--- config.mk ---
export PLATFORM = sky130hd
export DESIGN_NAME = code_lock_fsm
export DESIGN_NICKNAME = d
export VERILOG_FILES = /design/src/rtl/code_lock_fsm.sv
export SDC_FILE = /design/constraint.sdc
export NUM_CORES = 1
export LEC_CHECK = 0
export ABC_AREA = 0
export CAP_MARGIN = 30
export CORE_ASPECT_RATIO = 1.2
export CORE_MARGIN = 2
export CORE_UTILIZATION = 48
export CTS_CLUSTER_DIAMETER = 150
export CTS_CLUSTER_SIZE = 24
export DETAILED_ROUTE_END_ITERATION = 12
export GPL_ROUTABILITY_DRIVEN = 0
export PLACE_DENSITY = 0.75
export SYNTH_ARGS = -nofsm -noshare
export SYNTH_HDL_FRONTEND = slang
export SYNTH_SLANG_ARGS = --single-unit
--- constraint.sdc ---
create_clock -name clk -period 3.3 [get_ports clk]
set_clock_uncertainty 0.05 [all_clocks]
set_input_delay 0.66 -clock clk [delete_from_list [all_inputs] [get_ports clk]]
set_output_delay 0.66 -clock clk [all_outputs]
set_load 0.02 [all_outputs]
--- src/rtl/code_lock_fsm.sv ---
// Keypad sequence lock. Accepts one digit per rising edge of insert and tracks progress
// through a CODE_LEN-digit secret. Wrong digits are forgiven LIVES times, and an optional idle timeout is supported.
//
// state    | meaning
// ---------+------------------------------------------------
// ENTRY    | accepting digits, progress counts correct ones
// UNLOCKED | full code entered; sticky until reset
// FAILED   | ran out of lives; sticky until reset
module code_lock_fsm #(
   parameter int                          CODE_LEN  = 6,
   parameter int                          DIGIT_W   = 4,
   parameter int                          MAX_DIGIT = 9,
   parameter logic [CODE_LEN*DIGIT_W-1:0] CODE      = 24'h959735,
   parameter int                          LIVES     = 1,
   parameter int                          TIMEOUT   = 0
) (
   input  logic               clk,
   input  logic               reset,
   input  logic [DIGIT_W-1:0] digit,
   input  logic               insert,
   output logic [3:0]         progress,
   output logic [2:0]         lives_left,
   output logic               unlocked,
   output logic               failed,
   output logic [6:0]         seg
);

   localparam int TMR_W = (TIMEOUT > 0) ? $clog2(TIMEOUT + 1) : 1;

   typedef enum logic [1:0] {ST_ENTRY, ST_UNLOCKED, ST_FAILED} state_t;

   state_t             state_q, state_d;
   logic [3:0]         progress_q, progress_d;
   logic [2:0]         lives_q, lives_d;
   logic [6:0]         seg_q, seg_d;
   logic [TMR_W-1:0]   tmr_q, tmr_d;
   logic               insert_q;
   logic               ev, ev_valid, tmr_dec, expire;
   logic [3:0]         prog_eff;
   logic [DIGIT_W-1:0] exp_digit;

   function automatic logic [6:0] seg_of(input logic [DIGIT_W-1:0] d);
      case (int'(d))
         0:       return 7'b0000001;
         1:       return 7'b1001111;
         2:       return 7'b0010010;
         3:       return 7'b0000110;
         4:       return 7'b1001100;
         5:       return 7'b0100100;
         6:       return 7'b0100000;
         7:       return 7'b0001111;
         8:       return 7'b0000000;
         9:       return 7'b0000100;
         default: return 7'b1111110;
      endcase
   endfunction

   always_comb begin
      ev       = insert & ~insert_q;
      ev_valid = ev & (digit <= DIGIT_W'(MAX_DIGIT));
      // Idle timer runs down from TIMEOUT; hitting terminal count clears progress.
      tmr_dec  = (state_q == ST_ENTRY) && (progress_q != 4'd0) && (tmr_q != '0);
      expire   = tmr_dec && (tmr_q == TMR_W'(1));
      prog_eff = expire ? 4'd0 : progress_q;

      exp_digit = '0;
      for (int k = 0; k < CODE_LEN; k++) begin
         if (prog_eff == 4'(k)) exp_digit = CODE[k*DIGIT_W +: DIGIT_W];
      end

      state_d    = state_q;
      progress_d = prog_eff;
      lives_d    = lives_q;
      seg_d      = expire ? 7'b0000001 : seg_q;
      tmr_d      = tmr_dec ? tmr_q - TMR_W'(1) : tmr_q;

      if (ev_valid) begin
         tmr_d = TMR_W'(TIMEOUT);
         if (state_q == ST_ENTRY) begin
            seg_d = seg_of(digit);
            if (digit == exp_digit) begin
               progress_d = prog_eff + 4'd1;
               if (prog_eff + 4'd1 == 4'(CODE_LEN)) state_d = ST_UNLOCKED;
            end else if (lives_q != 3'd0) begin
               lives_d = lives_q - 3'd1;
            end else begin
               state_d = ST_FAILED;
            end
         end
      end
   end

   always_ff @(posedge clk) begin
      if (reset) begin
         state_q    <= ST_ENTRY;
         progress_q <= 4'd0;
         lives_q    <= 3'(LIVES);
         seg_q      <= 7'b0000001;
         tmr_q      <= TMR_W'(TIMEOUT);
         insert_q   <= 1'b0;
      end else begin
         state_q    <= state_d;
         progress_q <= progress_d;
         lives_q    <= lives_d;
         seg_q      <= seg_d;
         tmr_q      <= tmr_d;
         insert_q   <= insert;
      end
   end

   always_comb begin
      seg = seg_q;
      if (state_q == ST_FAILED) seg = 7'b0111000;
      else if (state_q == ST_UNLOCKED) seg = (lives_q == 3'(LIVES)) ? 7'b0100100 : 7'b0011000;
   end

   assign progress   = progress_q;
   assign lives_left = lives_q;
   assign unlocked   = (state_q == ST_UNLOCKED);
   assign failed     = (state_q == ST_FAILED);

endmodule

======== Word-level counts from Yosys, hierarchy flattened ========
Memory sizes are Yosys's and may differ from the RTL's.
Index checks and enable logic that the tools add are counted.
storage, ports and cells
  bits in registers ....................... 18
  ROM bits ................................ 112
  input port bits ......................... 7
  output and inout bits ................... 16
  logic and storage cells ................. 56
  memories kept ........................... 1
operators by class
  add/subtract/negate cells ............... 3
  magnitude comparators ................... 1
  equal/unequal tests ..................... 12
  multiplexer cells ....................... 19
  bitwise logic cells ..................... 4
  reduce and logical (&&, ||, !) cells .... 10
memory list
  name              words  bits a word  rd ports  clocked after memory_dff  write ports  RTL line  RTL
  (name not given)  16     7            1         0                         0            43        case (int'(d))
operator list
  cell                                                                    count
  7-bit two-way mux                                                       5
  4-bit two-way mux                                                       7
  4-bit by 3-bit equality test with 1-bit output (second input constant)  3
  3-bit two-way mux                                                       3
  4-bit by 2-bit equality test with 1-bit output (second input constant)  2
  4-bit AND reduction                                                     2
  2-bit two-way mux                                                       3
  6-bit two-way mux                                                       1
  4-bit by 1-bit adder with 4-bit output (second input constant)          1
  4-bit by 1-bit equality test with 1-bit output (second input constant)  1
  4-bit equality test                                                     1
  4-bit <= comparator (second input constant)                             1
  4-bit zero test                                                         1
  4-bit nonzero test                                                      1
  3-bit by 1-bit equality test with 1-bit output (second input constant)  1
  1-bit logical AND                                                       3
  3-bit nonzero test                                                      1
  3-bit by 1-bit subtractor with 3-bit output (second input constant)     1
  1-bit bitwise AND                                                       2
  2-bit by 1-bit equality test with 1-bit output (second input constant)  1
  2-bit equality test (second input constant)                             1
  2-bit zero test                                                         1
  2-bit by 1-bit != test with 1-bit output (second input constant)        1
  2-bit != test (second input constant)                                   1
  other kinds (3)                                                         4

======== Depth between registers and ports, before layout ========
  depth in word-level cells ............... 16
  depth in mapped cells ................... 13
  depth with buffers taken out ............ 10

======== Least setup slack after synthesis ========
Ideal clock, no wire load.
  path kind ............................... reg-to-reg
  start ................................... register state_q[1]
  end ..................................... register progress_q[2] (netlist: progress[2])
  library setup time ...................... 0.123 ns
  arrival ................................. 2.921 ns
  data required time ...................... 3.127 ns
  path slack .............................. 0.206 ns
  cell stages (with the launch flop) ...... 13
  path buffers ............................ 2
  period minus slack after synthesis ...... 3.094 ns
  cells stage by stage .................... dfxtp_1 > buf_6 > or3b_1 > clkbuf_2 > nand2_1 > inv_1 > ha_1 > or3_1 > a21o_1 > a221oi_4 > o2111ai_4 > nor3_1 > mux2_1
between the ends
  cells in the longest elaborated chain, start to end .. 16
  elaborated cells between the ends (all ways) .. 22
  classes of those cells .................. add/sub (1); eq/ne (6); mux (10); reduce/logical (5)
ends and longest elaborated chain
  what                            RTL line  RTL
  start: declaration              32        state_t state_q, state_d;
  start signal: assignment        102       state_q <= state_d;
  2-bit zero test *               62, 79
  1-bit logical AND (2 in a row)  62        tmr_dec = (state_q == ST_ENTRY) && (progress_q != 4'd0) && (tmr_q != '0);
  1-bit logical AND               63        expire = tmr_dec && (tmr_q == TMR_W'(1));
  4-bit two-way mux               64        prog_eff = expire ? 4'd0 : progress_q;
  4-bit zero test                 68        if (prog_eff == 4'(k)) exp_digit = CODE[k*DIGIT_W +: DIGIT_W];
  3-bit two-way mux (3 in a row)  68
  4-bit two-way mux (3 in a row)  68
  4-bit equality test             81        if (digit == exp_digit) begin
  4-bit two-way mux               81
  4-bit two-way mux               79        if (state_q == ST_ENTRY) begin
  4-bit two-way mux *             77        if (ev_valid) begin
  end signal: assignment          103       progress_q <= progress_d;
  end: declaration                33        logic [3:0] progress_q, progress_d;
Every way passes the cells marked *; elsewhere a longest branch is shown, timed or not.
A chain may end at the register's enable or synchronous reset.

======== Final worst setup path ========
  start ................................... register tmr_q
  end ..................................... register progress_q[2] (netlist: progress[2])
between the ends
  cells in the longest elaborated chain, start to end .. 14
  elaborated cells between the ends (all ways) .. 20
  classes of those cells .................. add/sub (1); eq/ne (6); mux (10); reduce/logical (3)
ends and longest elaborated chain
  what                            RTL line  RTL
  start: declaration              36        logic [TMR_W-1:0] tmr_q, tmr_d;
  start signal: assignment        99        tmr_q <= TMR_W'(TIMEOUT);
  start signal: assignment        106       tmr_q <= tmr_d;
  1-bit logical AND               62
  1-bit logical AND *             63
  4-bit two-way mux *             64
  4-bit zero test                 68
  3-bit two-way mux (3 in a row)  68
  4-bit two-way mux (3 in a row)  68
  4-bit equality test             81
  4-bit two-way mux               81
  4-bit two-way mux               79
  4-bit two-way mux *             77
Marked as above.

==> reports/results.ini <==
[outcome]
status = complete, no violations

[critical_path]
r2r_setup_slack_ns = 0.25
worstRegToRegCells = 10
r2r-start = tmr_q$_SDFFE_PP0P_
timing.rr.end = progress[2]$_SDFF_PP0_
cp-start-kind = flop
endpoint = progress[2]$_SDFF_PP0_
crit_chain = or3b_4, nand2_2, inv_1, ha_1, or3_1, a21o_1, a221oi_4, o2111ai_4, nor3_1, mux2_1
slowest_stage = or3b_4
path_max_fanout = 7
critPathRequiredTime_ns = 3.44
crit_type = flop to flop
critPathArrivalTime_ns = 3.19
critical_path_depth = 10
crit_family = simple AND/OR/NAND/NOR gates
slowest_delay_ns = 0.41
startpoint = tmr_q$_SDFFE_PP0P_
endpoint_kind = flop
crit_buf_inv = 1

[routing]
wirelength_mm = 3.555
vias_per_cell = 5.837
drc = 0
num_vias = 1436
wire_per_inst_um = 14.45
drtIter0Drc = 53
ant_nets = 0
dr.pass1.iters = 4

[timing]
tightest_slew_ns = 0.8733
setup_viol = 0
finalMaxSlewViolations = 0
setup_tns_ns = 0
holdWs_ns = 0.4310
min_period_ns = 3.052
slew_headroom = 0.4160
rsz0062_at_grt = no
min_period_over_period = 0.9248
fmax_mhz = 327.7
hold_viol = 0

[floorplanning]
die_w_um = 54.61
ios = 23
die_y_um = 64.73
start_util = 0.4917
rows = 22
dieArea_um2 = 3534
core-area_um2 = 3000

[yosys]
syn_area_um2 = 1475
synthArstFlopShare = 0
synth-seq-area-share = 0.2443
syn_area_per_cell_um2 = 7.764
synth_nets = 209
synth_ff_type = dfxtp_1
ys_ff_latch = 18
ys.warnings.count = 0
synth_edf_count = 0
synth.distinct_cells = 48
syn_inst = 190

[clock_network]
clockRootBuffer = clkbuf_4
clkSlewWorstSetupHoldPaths_ns = 0.11
cts_buffers = 3
cts_setup_buffers = 0
worst_skew_pair.late_latency_ns = 0.29
clock-sinks = 18
cts_tree = yes
clockBufferDepth = 2
cts_hold_buffers = 0
h-tree-depth = 1
post_cts_resize_count = 0

[cells_and_area]
final_net_count = 230
stdcell_count = 246
fin_util = 0.5909
n_antenna_cell = 0
synthToLayoutAreaGrowth_pct = 20.19
drive_above_1_share = 0.1143

[global_routing]
grt_pass1_wl_mm = 6.003
antenna_found_initial = 0
grt_max_degree = 26
grt_use_total = 0.2216
grt_pass1_vias = 1449
grt-ovfl-total = 0

[power]
p_leak_nw = 0.7305
finalPower_w = 0.0005030
vdd_drop_max_v = 0.0002331
p_per_area_nw_per_um2 = 283.7

[flow_run]
drv_cap = 0

[place]
placed_cells = 242
io_buffers = 22
hpwl_mm = 2.711

[hold_path]
min_path_type = flop to flop

## Yosys cell counts, drive strengths merged, types with 3 or more instances
| cell type | instances | area [um^2] |
|---|---|---|
| a21o | 3 | 22.52 |
| a21oi | 19 | 95.09 |
| a221oi | 3 | 43.80 |
| a31oi | 3 | 18.77 |
| and2 | 3 | 18.77 |
| buf | 3 | 21.27 |
| clkbuf | 9 | 35.03 |
| dfxtp | 18 | 360.4 |
| ha | 12 | 150.1 |
| inv | 14 | 52.55 |
| mux2 | 4 | 45.04 |
| nand2 | 13 | 48.80 |
| nand2b | 3 | 18.77 |
| nand3 | 6 | 30.03 |
| nor2 | 22 | 82.58 |
| nor3 | 9 | 56.31 |
| o211ai | 6 | 45.04 |
| o21a | 3 | 22.52 |
| o21ai | 9 | 48.80 |
## report_power, final
part	internal, W	switching (W)
registers	0.000227	0.00000603
logic	0.0000569	0.0000744
clock network	0.0000672	0.0000718
total	0.000351	0.000152
## cell families (layout without fill, tap and decap cells)
logic type,count (synthesis),after routing,synth area share
and+or+nand+nor,69,69,0.2426
buffers and inverters,26,46,0.07379
adders and majority gates,12,12,0.1018
DFF,18,18,0.2443
xor gates and xnor gates,2,2,0.01697
muxes,6,6,0.04410
AOI/OAI and AO/OA,57,57,0.2765
## cells in the final DEF (no fill, tap or decap), drive strengths merged, types with 4 or more instances in the layout
| cell type | n |
|---|---|
| mux2 | 4 |
| nand2 | 13 |
| a21oi | 19 |
| nor2 | 22 |
| nand3 | 6 |
| clkbuf | 4 |
| nor3 | 9 |
| dfxtp | 18 |
| inv | 14 |
| o211ai | 6 |
| clkdlybuf4s50 | 22 |
| ha | 12 |
| buf | 6 |
| o21ai | 9 |
## layout make-up
cell class	instances	area, um^2
Tap cell	36	45.04
Sequential cell	18	360.3
Inverter	14	52.55
Clock buffer	4	36.28
Multi-Input combinational cell	146	1013
Timing Repair Buffer	28	265.3
Fill cell	283	1227
## registers in the layout, summed over array words and instances, names as in the netlist
signal	cells
seg_q	7
progress	4
lives_left	3
state_q	2
insert_q	1
tmr_q	1
## layer usage
layer / share of wire / vias to the layer above / GRT usage / wire length (um)
met5: 0 / - / 0 / 0
met2: 0.51 / 45 / 0.3690 / 1802
met4: 0.021 / 0 / 0.08125 / 73
met3: 0.037 / 8 / 0.02765 / 133
li1: - / 714 / - / -
met1: 0.43 / 669 / 0.2814 / 1545
## stage by stage
stage / instance area, um^2 / setup slack [ns]
after floorplan: 1475 / 0.2059
after global placement: 1729 / 0.2105
after detailed placement: 1729 / 0.1835
after CTS: 1765 / 0.1674
after global routing: 1773 / 0.04245
final: 1773 / 0.2481
## worst reg2reg max path: stages (launching register included)
cell and delay (ns):
dfxtp_1 0.36, or3b_4 0.41, nand2_2 0.12, inv_1 0.10
ha_1 0.25, or3_1 0.36, a21o_1 0.23, a221oi_4 0.28
o2111ai_4 0.22, nor3_1 0.25, mux2_1 0.33
## worst min path at each step
stage	startpoint	to	slack, ns	cells after the start
floorplan	seg_q[6]$_SDFF_PP0_	seg_q[6]$_SDFF_PP0_	0.39	2
global placement	seg_q[1]$_SDFF_PP0_	seg_q[1]$_SDFF_PP0_	0.41	2
detailed placement	seg_q[6]$_SDFF_PP0_	seg_q[6]$_SDFF_PP0_	0.41	2
CTS	seg_q[6]$_SDFF_PP0_	seg_q[6]$_SDFF_PP0_	0.42	2
global route	seg_q[6]$_SDFF_PP0_	seg_q[6]$_SDFF_PP0_	0.47	2
finish	seg_q[6]$_SDFF_PP0_	seg_q[6]$_SDFF_PP0_	0.43	2
Power figures use the tool's default switching activity.
